--- src/rtl/pga_pkg.sv ---
// Shared types and helpers for the PGA gain writer.
// Holds the FSM state encoding, the SPI frame width and the clamp/quantise
// function that turns a signed dB request into a PGA code and its actual gain.
package pga_pkg;

    typedef enum logic [1:0] {
        ST_IDLE    = 2'd0,
        ST_SHIFT   = 2'd1,
        ST_CS_HOLD = 2'd2,
        ST_SETTLE  = 2'd3
    } pga_state_t;

    localparam int FRAME_W = 16;

    // code: PGA register value; qg: gain (dB, two's complement) that code produces
    typedef struct packed {
        logic [7:0] code;
        logic [7:0] qg;
    } gain_q_t;

    // Clamp to [min_db, max_db], then floor to the PGA step; all in 9-bit signed.
    function automatic gain_q_t quantise(input logic [7:0] gain_db,
                                         input int         min_db,
                                         input int         max_db,
                                         input int         step_log2);
        logic signed [8:0] g;
        logic signed [8:0] lo;
        logic signed [8:0] hi;
        logic signed [8:0] code;
        logic signed [8:0] qg;
        gain_q_t           res;
        g  = signed'({gain_db[7], gain_db});
        lo = 9'(min_db);
        hi = 9'(max_db);
        if (g < lo) g = lo;
        if (g > hi) g = hi;
        code     = (g - lo) >>> step_log2;
        qg       = lo + (code <<< step_log2);
        res.code = code[7:0];
        res.qg   = qg[7:0];
        return res;
    endfunction

endpackage

--- src/rtl/pga_gain_writer_spi_tx_shifter.sv ---
// Write-only SPI mode-0 transmitter for one FRAME_W-bit frame, MSB first.
// i_load captures the frame and puts its MSB on MOSI in the same edge; SCLK
// rises CLK_DIV cycles later and toggles every CLK_DIV cycles for FRAME_W
// pulses. o_done is high during the last cycle before the final SCLK fall.
module spi_tx_shifter
    import pga_pkg::*;
#(
    parameter int CLK_DIV = 4
) (
    input  logic               clk,
    input  logic               rst,
    input  logic               i_load,
    input  logic [FRAME_W-1:0] i_frame,
    output logic               o_sclk,
    output logic               o_mosi,
    output logic               o_done
);

    localparam int HALF_W = (CLK_DIV > 1) ? $clog2(CLK_DIV) : 1;
    localparam int BIT_W  = $clog2(FRAME_W);
    localparam logic [HALF_W-1:0] HALF_MAX = HALF_W'(CLK_DIV - 1);

    logic               r_active;
    logic               r_sclk;
    logic [HALF_W-1:0]  r_half;
    logic [BIT_W-1:0]   r_bits;
    logic [FRAME_W-1:0] r_shift;

    // Half-period and remaining-bit down-counters; shift on every SCLK fall
    always_ff @(posedge clk or negedge rst) begin
        if (!rst) begin
            r_active <= 1'b0;
            r_sclk   <= 1'b0;
            r_half   <= '0;
            r_bits   <= '0;
            r_shift  <= '0;
        end else if (i_load) begin
            r_active <= 1'b1;
            r_sclk   <= 1'b0;
            r_half   <= HALF_MAX;
            r_bits   <= BIT_W'(FRAME_W - 1);
            r_shift  <= i_frame;
        end else if (r_active) begin
            if (r_half == '0) begin
                r_half <= HALF_MAX;
                if (!r_sclk) begin
                    r_sclk <= 1'b1;
                end else begin
                    r_sclk <= 1'b0;
                    if (r_bits == '0) begin
                        r_active <= 1'b0;
                        r_shift  <= '0;
                    end else begin
                        r_bits  <= r_bits - 1'b1;
                        r_shift <= {r_shift[FRAME_W-2:0], 1'b0};
                    end
                end
            end else begin
                r_half <= r_half - 1'b1;
            end
        end
    end

    assign o_sclk = r_sclk;
    assign o_mosi = r_shift[FRAME_W-1];
    assign o_done = r_active && (r_half == '0) && r_sclk && (r_bits == '0);

endmodule

--- src/rtl/pga_gain_writer.sv ---
// PGA gain writer: clamps/quantises a dB request, writes the PGA gain register
// over SPI and holds settled_o low until the analog front end has settled.
// Requests are latched into a single pending slot (latest wins); a request whose
// quantised gain equals the applied gain is dropped without a frame.
// Build option PGA_POWERUP_WRITE_EN: when defined, the default gain is written
// once right after reset release so the PGA and the applied-gain register agree.
module pga_gain_writer
    import pga_pkg::*;
#(
    parameter int         CLK_DIV         = 4,
    parameter int         SETTLE_CYCLES   = 1000,
    parameter int         GAIN_MIN_DB     = -6,
    parameter int         GAIN_MAX_DB     = 26,
    parameter int         STEP_LOG2       = 1,
    parameter logic [7:0] REG_ADDR        = 8'h02,
    parameter int         GAIN_DEFAULT_DB = 0
) (
    input  logic       clk,
    input  logic       rst,
    input  logic [7:0] gain_dB_i,
    input  logic       set_gain_i,
    output logic       spi_sclk_o,
    output logic       spi_mosi_o,
    output logic       spi_cs_n_o,
    output logic       busy_o,
    output logic [7:0] gain_applied_dB_o,
    output logic       settled_o
);

    localparam int CNT_W = (SETTLE_CYCLES > CLK_DIV) ? $clog2(SETTLE_CYCLES + 1)
                                                     : $clog2(CLK_DIV + 1);
    localparam gain_q_t DFLT_Q = quantise(8'(GAIN_DEFAULT_DB), GAIN_MIN_DB,
                                          GAIN_MAX_DB, STEP_LOG2);
`ifdef PGA_POWERUP_WRITE_EN
    localparam logic PWRUP = 1'b1;
`else
    localparam logic PWRUP = 1'b0;
`endif

    pga_state_t r_state;
    pga_state_t w_next;
    logic       r_pending;
    gain_q_t    r_pend_q;
    logic [7:0] r_wr_qg;
    logic [7:0] r_applied;
    logic       r_cs_n;
    logic [CNT_W-1:0] r_cnt;
    gain_q_t    w_req;
    logic       w_load;
    logic       w_clr_pend;
    logic       w_hold_end;
    logic       w_done;
    logic       w_force;

    assign w_req = quantise(gain_dB_i, GAIN_MIN_DB, GAIN_MAX_DB, STEP_LOG2);

`ifdef PGA_POWERUP_WRITE_EN
    logic r_force;

    // First write after reset goes out even though it matches the applied gain
    always_ff @(posedge clk or negedge rst) begin
        if (!rst)        r_force <= 1'b1;
        else if (w_load) r_force <= 1'b0;
    end

    assign w_force = r_force;
`else
    assign w_force = 1'b0;
`endif

    // FSM state register
    always_ff @(posedge clk or negedge rst) begin
        if (!rst) r_state <= ST_IDLE;
        else      r_state <= w_next;
    end

    // Next-state and control strobes
    always_comb begin
        w_next     = r_state;
        w_load     = 1'b0;
        w_clr_pend = 1'b0;
        w_hold_end = 1'b0;
        case (r_state)
            ST_IDLE: begin
                if (r_pending) begin
                    w_clr_pend = 1'b1;
                    if ((r_pend_q.qg != r_applied) || w_force) begin
                        w_load = 1'b1;
                        w_next = ST_SHIFT;
                    end
                end
            end
            ST_SHIFT: begin
                if (w_done) w_next = ST_CS_HOLD;
            end
            ST_CS_HOLD: begin
                if (r_cnt == '0) begin
                    w_hold_end = 1'b1;
                    w_next     = (SETTLE_CYCLES == 0) ? ST_IDLE : ST_SETTLE;
                end
            end
            ST_SETTLE: begin
                if (r_cnt == '0) w_next = ST_IDLE;
            end
            default: w_next = ST_IDLE;
        endcase
    end

    // Request latch: a new strobe always wins over the IDLE clear
    always_ff @(posedge clk or negedge rst) begin
        if (!rst) begin
            r_pending <= PWRUP;
            r_pend_q  <= DFLT_Q;
        end else if (set_gain_i) begin
            r_pending <= 1'b1;
            r_pend_q  <= w_req;
        end else if (w_clr_pend) begin
            r_pending <= 1'b0;
        end
    end

    // CS hold and settle down-counter, reloaded on each phase entry
    always_ff @(posedge clk or negedge rst) begin
        if (!rst) begin
            r_cnt <= '0;
        end else if ((r_state == ST_SHIFT) && w_done) begin
            r_cnt <= CNT_W'(CLK_DIV - 1);
        end else if (w_hold_end) begin
            r_cnt <= CNT_W'(SETTLE_CYCLES - 1);
        end else if (r_cnt != '0) begin
            r_cnt <= r_cnt - 1'b1;
        end
    end

    // Chip select and applied gain; the written gain becomes visible as CS rises
    always_ff @(posedge clk or negedge rst) begin
        if (!rst) begin
            r_cs_n    <= 1'b1;
            r_wr_qg   <= 8'(GAIN_DEFAULT_DB);
            r_applied <= 8'(GAIN_DEFAULT_DB);
        end else if (w_load) begin
            r_cs_n  <= 1'b0;
            r_wr_qg <= r_pend_q.qg;
        end else if (w_hold_end) begin
            r_cs_n    <= 1'b1;
            r_applied <= r_wr_qg;
        end
    end

    spi_tx_shifter #(
        .CLK_DIV (CLK_DIV)
    ) u_shifter (
        .clk     (clk),
        .rst     (rst),
        .i_load  (w_load),
        .i_frame ({REG_ADDR, r_pend_q.code}),
        .o_sclk  (spi_sclk_o),
        .o_mosi  (spi_mosi_o),
        .o_done  (w_done)
    );

    assign spi_cs_n_o        = r_cs_n;
    assign busy_o            = (r_state != ST_IDLE);
    assign gain_applied_dB_o = r_applied;
    assign settled_o         = (r_state == ST_IDLE) && !r_pending;

endmodule

--- config.mk ---
export PLATFORM = sky130hd
export DESIGN_NAME = pga_gain_writer
export DESIGN_NICKNAME = d
export VERILOG_FILES = /design/src/rtl/pga_pkg.sv /design/src/rtl/pga_gain_writer_spi_tx_shifter.sv /design/src/rtl/pga_gain_writer.sv
export SDC_FILE = /design/constraint.sdc
export NUM_CORES = 1
export LEC_CHECK = 0
export ABC_AREA = 1
export BUFFER_PORTS_ARGS = -buffer_cell sky130_fd_sc_hd__buf_2
export CAP_MARGIN = 20
export CORE_ASPECT_RATIO = 1.25
export CORE_MARGIN = 2
export CORE_UTILIZATION = 45
export DETAILED_ROUTE_END_ITERATION = 16
export GPL_TIMING_DRIVEN = 0
export SYNTH_ARGS = -nofsm -noshare
export SYNTH_HDL_FRONTEND = slang
export SYNTH_SLANG_ARGS = --single-unit
--- constraint.sdc ---
create_clock -name clk -period 2.26 [get_ports clk]
set_input_delay 0.113 -clock clk [delete_from_list [all_inputs] [get_ports clk]]
set_output_delay 0.113 -clock clk [all_outputs]
set_load 0.01 [all_outputs]
==> impl_metrics.env, run 1 <==
export IMPL_fin_worst_skew_ns=0.0150
export IMPL_grt_pass1_vias=2625
export IMPL_endpoint="r_pend_q[7]"
export IMPL_numCtsBuffers=9
export IMPL_crit_start="gain_dB_i[4]"
export IMPL_die_h_um=102
export IMPL_r2r_cells=8
export IMPL_nNetsFinal=471
export IMPL_wl_um=7060
export IMPL_root_buffer="clkbuf_8"
export IMPL_cp_max_fo=5
export IMPL_die_area_um2=8410
export IMPL_ctsHtreeMaxLevel=3
export IMPL_slew_headroom_pct=43.5
export IMPL_final_cell_mix="nand2_1, dfrtp_1, inv_1"
export IMPL_finalMaxSlewViolations=0
export IMPL_path_depth=19
export IMPL_crit_slowest_cell="ha_4"
export IMPL_syn_avg_cell_area_um2=8.41
export IMPL_reg2reg_slack_ns=0.19
export IMPL_final_cell_area_um2=4120
export IMPL_clkLatencyLatePin_ns=0.34
export IMPL_vias=2744
export IMPL_critPathBufInv=5
export IMPL_post_drt_wl_per_cell_um=12.9
export IMPL_fp_dieW_um=82.4
export IMPL_ys_warn_count=0
export IMPL_period_minus_slack_ns=2.15
export IMPL_drive_gt1_share_pct=22.0
export IMPL_detail_route_antenna_nets=0
export IMPL_grt_max_degree=68
export IMPL_mostFrequentLayoutCell="nand2_1"
export IMPL_dr_pass1_iters=5
export IMPL_hpwl_um=4960
export IMPL_clkPwrFrac_pct=27.3
export IMPL_power_switching_share_pct=36.2
export IMPL_regToRegStartpoint="u_shifter.r_half[0]"
export IMPL_pin_count=24
export IMPL_path_cells="buf_4 -> inv_8 -> nor4_4 -> nand2_1 -> ha_4 -> inv_6 -> a21oi_1 -> nand3_1 -> nand3_4 -> nand3_4 -> ha_4 -> inv_4 -> nand4_1 -> nor2_1 -> nor2_1 -> inv_1 -> nand2_1 -> nand3_2 -> nand2_1"
export IMPL_cts_tree="done"
export IMPL_drt_iter0_markers=80
export IMPL_period_share_pct=95.2
export IMPL_hold_ws_ns=0.114
export IMPL_finalNonFillerCells=546
export IMPL_worst_slew_pin_slew_ns=0.847
export IMPL_synth_area_um2=3460
export IMPL_power_frac_comb_pct=32.8
export IMPL_critPathRequiredTime_ns=2.50
export IMPL_synth_ff_latch_count=67
export IMPL_start_util_pct=46.7
export IMPL_pwr_share_seq_pct=39.9
export IMPL_antenna_found_initial=0
export IMPL_path_common_cell="nand2_1"
export IMPL_status="finished, final reports clean"
export IMPL_ys_types=38
export IMPL_multi_input_area_um2=1610
export IMPL_power_density_nw_per_um2=1090
export IMPL_max_vdd_ir_drop_mv=0.434
export IMPL_yosys_mux_area_fraction_pct=0
export IMPL_dp_cells=525
export IMPL_worstReg2RegEnd="u_shifter.r_shift[10]"
export IMPL_max_freq_mhz=465
export IMPL_clock_sinks=67
export IMPL_power_switching_mw=1.63
export IMPL_grt_use_total_pct=18.7
export IMPL_critPathLaunchType="primary input"
export IMPL_core_um2=7400
export IMPL_syn_nets=433
export IMPL_crit_arrival_ns=2.39
export IMPL_drv_cap=0
export IMPL_overflow=0
export IMPL_rsz0062_at_grt="true"
export IMPL_path_clk_slew_ns=0.08
export IMPL_routabilityCongestion=0.787
export IMPL_synthAdderAreaFrac_pct=3.98
export IMPL_min_path_type="primary input to register"
export IMPL_worst_setup_path_type="primary input to register"
export IMPL_grt_pass1_wl_um=12100
export IMPL_seq_area_frac_synth_pct=48.6
export IMPL_route_detailed_drc=0
export IMPL_end_kind="register"
export IMPL_cp_top_family="simple AND/OR/NAND/NOR gates"
export IMPL_pre_cts_ws_ns=-0.459
export IMPL_slowest_delay_ns=0.31
export IMPL_cts_buffer_depth=2
export IMPL_setup_violations_final=0
export IMPL_timing_final_ws_setup_ns=0.108
export IMPL_n_antenna_cell=0
export IMPL_synth_top_family_by_area="simple AND/OR/NAND/NOR gates"
export IMPL_yosys_area_share_simple_pct=23.2
export IMPL_io_buffers=22
export IMPL_power_leakage_nw=2.04
export IMPL_n_fill_cell=711
export IMPL_internal_power_mw=2.88
export IMPL_placed_area_um2=3760
export IMPL_placementRows=35
export IMPL_synth_compound_area_share_pct=13.1
export IMPL_area_growth_pct=19.0
export IMPL_vias_per_cell=5.03
export IMPL_synth_xor_area_share_pct=2.79
export IMPL_netlist_instances=411
export IMPL_hold_viol_final=0
export IMPL_final_seq_area_um2=1680
-- cell families (layout without fill, tap and decap cells) --
logic type | after synthesis | after routing
flops | 67 | 67
fa+ha+maj | 11 | 11
simple gates | 177 | 177
xor+xnor | 11 | 11
buf+inv | 70 | 113
other cells | 1 | 1
compound gates | 74 | 74
-- worst register-to-register path: cells and delay by family, from the launching register on --
kind / cells / cell delay [ns]
buf+inv: 3 / 0.50
flops: 1 / 0.37
simple gates: 3 / 0.58
fa+ha+maj: 1 / 0.20
compound gates: 1 / 0.32
-- power by group through the flow --
stage / Clock, mW / Sequential [mW] / Combinational, mW
final: 1.23 / 1.80 / 1.48
after global routing: 1.32 / 1.85 / 1.71
after CTS: 1.26 / 1.80 / 1.49
after detailed placement: 0 / 1.82 / 1.47
after global placement: 0 / 1.81 / 1.44
after floorplan: 0 / 1.79 / 1.11
-- per-layer routing --
metal / wire [um] / track usage, %
met1: 3210 / 23.7
met2: 3590 / 30.7
met3: 164 / 4.06
met4: 104 / 7.82
met5: 0 / 0
-- final cells by class --
| cell class | count | share of cell area (%) |
|---|---|---|
| plain buffers | 10 | 1.31 |
| clock buffers | 9 | 3.01 |
| clock inverters | 7 | 3.01 |
| inverters | 59 | 5.90 |
| multi-input cells | 274 | 39.2 |
| flip-flops and latches | 67 | 40.8 |
| well taps | 92 | 2.80 |
| repair buffers | 28 | 3.95 |
-- how the worst min path moves through the flow --
stage | from | endpoint | slack (ns) | cells after the start
final | set_gain_i | r_pend_q[1] | 0.11 | 3
after floorplan | rst | gain_applied_dB_o[1] | -0.18 | 0
after detailed placement | rst | u_shifter.r_half[1] | 0.28 | 1
after global placement | gain_dB_i[2] | r_pend_q[2] | 0.45 | 3
after CTS | gain_dB_i[2] | r_pend_q[2] | 0.08 | 3
after global routing | set_gain_i | r_pend_q[1] | 0.10 | 3
-- registers in the layout (all words and copies together), names as in the netlist --
signal,cells
u_shifter.r_shift,16
u_shifter.r_active,1
r_pending,1
r_cnt,10
r_state,2
u_shifter.r_half,2
r_pend_q,15
gain_applied_dB_o,7
u_shifter.o_sclk,1
spi_cs_n_o,1
u_shifter.r_bits,4
r_wr_qg,7
-- cells in the mapped netlist --
cell type  instances  area (um^2)
nand2_2            5         31.3
nand4_1            5         31.3
o211ai_1           6         45.0
o221ai_1           5         43.8
o21ai_0           33          165
inv_4              1         6.26
nor2_8             2         40.0
ha_1              11          138
nand3_2            2         20.0
nor2_1            34          128
dfrtp_1           64         1600
nor2_2             1         6.26
xor2_1             6         52.6
or2_0              1         6.26
nand3_1           25          125
buf_2              4         20.0
nor4_1             2         12.5
nand2_1           92          345
o21a_1             2         15.0
o22ai_1            2         12.5
o21ai_2            6         52.6
clkbuf_1           4         15.0
clkinv_2           1         5.00
dfstp_2            3         78.8
inv_2              3         11.3
a31oi_1            2         12.5
clkinv_1           1         3.75
a31oi_2            1         12.5
or2_2              3         18.8
nand2_4            2         22.5
o31ai_1            3         22.5
buf_4              2         15.0
xnor2_1            5         43.8
nor3_1             3         15.0
inv_1             53          199
a21oi_1           14         70.1
buf_6              1         11.3
conb_1             1         3.75
-- metrics by stage --
stage	total power, mW	setup TNS, ns	util [%]
final	4.51	0	55.6
after global routing	4.88	-0.149	55.6
after CTS	4.55	0	54.6
after detailed placement	3.30	-2.12	50.8
after global placement	3.25	-2.12	50.8
after floorplan	2.90	-0.0344	-
-- repair_timing --
action / in CTS / in global routing
setup buffers: 3 / 2
pin swaps: 2 / 14
setup endpoints to repair: 4 / 10
resized for setup: 2 / 16
endpoints found under the hold margin: 64 / 0
hold buffers: 1 / 0
Note: power is estimated with default switching activity, not from simulation.
==> run 2: changes to the inputs <==
Settings changed: CELL_PAD_IN_SITES_DETAIL_PLACEMENT from default to 2, CELL_PAD_IN_SITES_GLOBAL_PLACEMENT from default to 2, CORE_UTILIZATION 45 to 37, PLACE_DENSITY_LB_ADDON from default to 0.1.
==> run 2 against run 1 <==
Compared with the run above:
- clock power is 15% higher
- die area increased by 21%
- sequential power barely moved
- global-route usage up 0.92 points
- via count is 6.6% higher
- core utilization is 8.3 points lower
- fmax shrank 4.3%
- critical path depth rose by 2
- routed wire length up 32%
- final area grew 4.8%
- critical path type unchanged
- highest routed layer unchanged
==> impl_metrics.env, run 2 (same netlist as run 1, synthesis figures left out) <==
export IMPL_min_from="gain_dB_i[2]"
export IMPL_period_share_pct=99.5
export IMPL_end_kind="register"
export IMPL_power_leakage_nw=2.11
export IMPL_max_vdd_ir_drop_mv=0.632
export IMPL_vias=2925
export IMPL_rsz0062_at_grt="true"
export IMPL_cts_tree="done"
export IMPL_routabilityCongestion=0.754
export IMPL_hold_viol_final=0
export IMPL_overflow=0
export IMPL_cp_max_fo=5
export IMPL_numCtsBuffers=9
export IMPL_root_buffer="clkbuf_16"
export IMPL_largest_reg_flops=16
export IMPL_drive_gt1_share_pct=24.8
export IMPL_top_register="u_shifter.r_shift"
export IMPL_vias_per_cell=5.02
export IMPL_grt_pass1_vias=3245
export IMPL_wl_um=9360
export IMPL_status="finished, final reports clean"
export IMPL_hpwl_um=6450
export IMPL_n_antenna_cell=0
export IMPL_max_freq_mhz=445
export IMPL_io_buffers=22
export IMPL_cp_top_family="simple AND/OR/NAND/NOR gates"
export IMPL_nNetsFinal=477
export IMPL_path_cells="buf_2 -> inv_1 -> a21oi_1 -> nand2_2 -> ha_4 -> inv_8 -> buf_12 -> nand2_4 -> nand3_2 -> nand3_2 -> buf_6 -> nand3_4 -> ha_4 -> inv_4 -> nand4_1 -> nor2_1 -> nor2_2 -> inv_2 -> nand2_2 -> nand3_2 -> nand2_1"
export IMPL_die_h_um=112
export IMPL_pin_count=24
export IMPL_hold_end="r_pend_q[2]"
export IMPL_detail_route_antenna_nets=0
export IMPL_drv_cap=0
export IMPL_area_growth_pct=24.8
export IMPL_drt_iter0_markers=68
export IMPL_crit_slowest_cell="ha_4"
export IMPL_slowest_delay_ns=0.32
export IMPL_placementRows=39
export IMPL_mostFrequentLayoutCell="nand2_1"
export IMPL_fin_worst_skew_ns=0.00886
export IMPL_cts_buffer_depth=2
export IMPL_path_clk_slew_ns=0.06
export IMPL_whs_path_depth=3
export IMPL_clkLatencyLatePin_ns=0.33
export IMPL_critPathLaunchType="primary input"
export IMPL_grt_use_total_pct=19.6
export IMPL_regToRegStartpoint="r_cnt[1]"
export IMPL_post_drt_wl_per_cell_um=16.0
export IMPL_grt_max_degree=68
export IMPL_worstReg2RegEnd="r_state[0]"
export IMPL_crit_arrival_ns=2.47
export IMPL_r2r_cells=12
export IMPL_setup_violations_final=0
export IMPL_fp_dieW_um=90.5
export IMPL_path_common_cell="nand3_2"
export IMPL_min_path_type="primary input to register"
export IMPL_worst_setup_path_type="primary input to register"
export IMPL_grt_pass1_wl_um=15900
export IMPL_dp_cells=556
export IMPL_ctsHtreeMaxLevel=3
export IMPL_antenna_found_initial=0
export IMPL_reg2reg_slack_ns=0.20
export IMPL_critPathBufInv=7
export IMPL_final_cell_mix="nand2_1, dfrtp_1, inv_1"
export IMPL_critPathRequiredTime_ns=2.48
export IMPL_hold_ws_ns=0.120
export IMPL_worst_slew_pin_slew_ns=0.882
export IMPL_slew_headroom_pct=41.2
export IMPL_reg_top3="u_shifter.r_shift (16), r_pend_q (15), r_cnt (10)"
export IMPL_route_detailed_drc=0
export IMPL_core_um2=9130
export IMPL_finalMaxSlewViolations=0
export IMPL_start_util_pct=37.9
export IMPL_clock_sinks=67
export IMPL_dr_pass1_iters=4
export IMPL_period_minus_slack_ns=2.25
export IMPL_finalNonFillerCells=583
export IMPL_power_mw=4.84
export IMPL_die_area_um2=10100
export IMPL_power_density_nw_per_um2=1120
run 2: changes by cell type in the layout (fill, tap and decap cells not counted), sizes merged:
cell      change
clkbuf        +1
clkinvlp      +1
clkinv        -1
inv           +1
bufinv        -2
buf           +6
run 2: worst register-to-register path: cells and delay by family (launching register included):
family	cells	cell delay, ns
compound gates	2	0.55
buf+inv	2	0.19
simple gates	7	0.63
fa+ha+maj	1	0.21
flops	1	0.38
run 2: worst max-delay path by stage:
| stage | cells past startpoint | endpoint | startpoint | slack, ns |
|---|---|---|---|---|
| final | 21 | r_pend_q[7] | gain_dB_i[2] | 0.01 |
| after global routing | 21 | r_pend_q[7] | gain_dB_i[2] | -0.15 |
| after CTS | 19 | r_pend_q[6] | gain_dB_i[4] | -0.008 |
| after detailed placement | 21 | r_pend_q[7] | gain_dB_i[4] | -0.60 |
| after global placement | 21 | r_pend_q[7] | gain_dB_i[4] | -0.48 |
| after floorplan | 18 | r_pend_q[6] | gain_dB_i[4] | -0.03 |
run 2: layout make-up:
class	count	area, um^2
Tap cell	123	154
Multi-Input combinational cell	274	1630
Fill cell	1054	4810
Buffer	11	65.1
Inverter	59	248
Timing Repair Buffer	33	236
Sequential cell	67	1680
Clock buffer	10	239
Clock inverter	6	63.8
run 2: what timing repair did:
action | in CTS | in global routing
cloned | 0 | 0
setup endpoints to repair | 12 | 11
buffers inserted | 4 | 6
pin swaps | 4 | 16
hold buffers | 1 | 0
endpoints found under the hold margin | 64 | 0
gates resized for setup | 7 | 25
run 2: metrics by stage:
| step | setup TNS [ns] | utilization (%) | setup WS (ns) | cell area (um^2) |
|---|---|---|---|---|
| 2_1_floorplan | -0.0344 | - | -0.0344 | 3530 |
| 3_3_place_gp | -2.66 | 41.6 | -0.480 | 3800 |
| 3_5_place_dp | -3.33 | 41.6 | -0.596 | 3800 |
| 4_1_cts | -0.0149 | 45.6 | -0.00785 | 4170 |
| 5_1_grt | -0.482 | 47.3 | -0.153 | 4320 |
| 6_report | 0 | 47.3 | 0.0111 | 4320 |
run 2: report_power, final:
group          switching [mW]  internal (mW)  leakage (nW)
clock network           0.537          0.883         0.145
registers               0.239           1.57         0.809
logic                    1.02          0.588          1.16
total                    1.80           3.05          2.11
run 2: routing by layer:
metal	global-route usage, %	vias up	share of wire, %
met4	6.97	0	1.8
met1	22.4	1476	41
met3	3.42	9	1.8
li1	-	1416	-
met5	0	-	0
met2	36.6	24	55
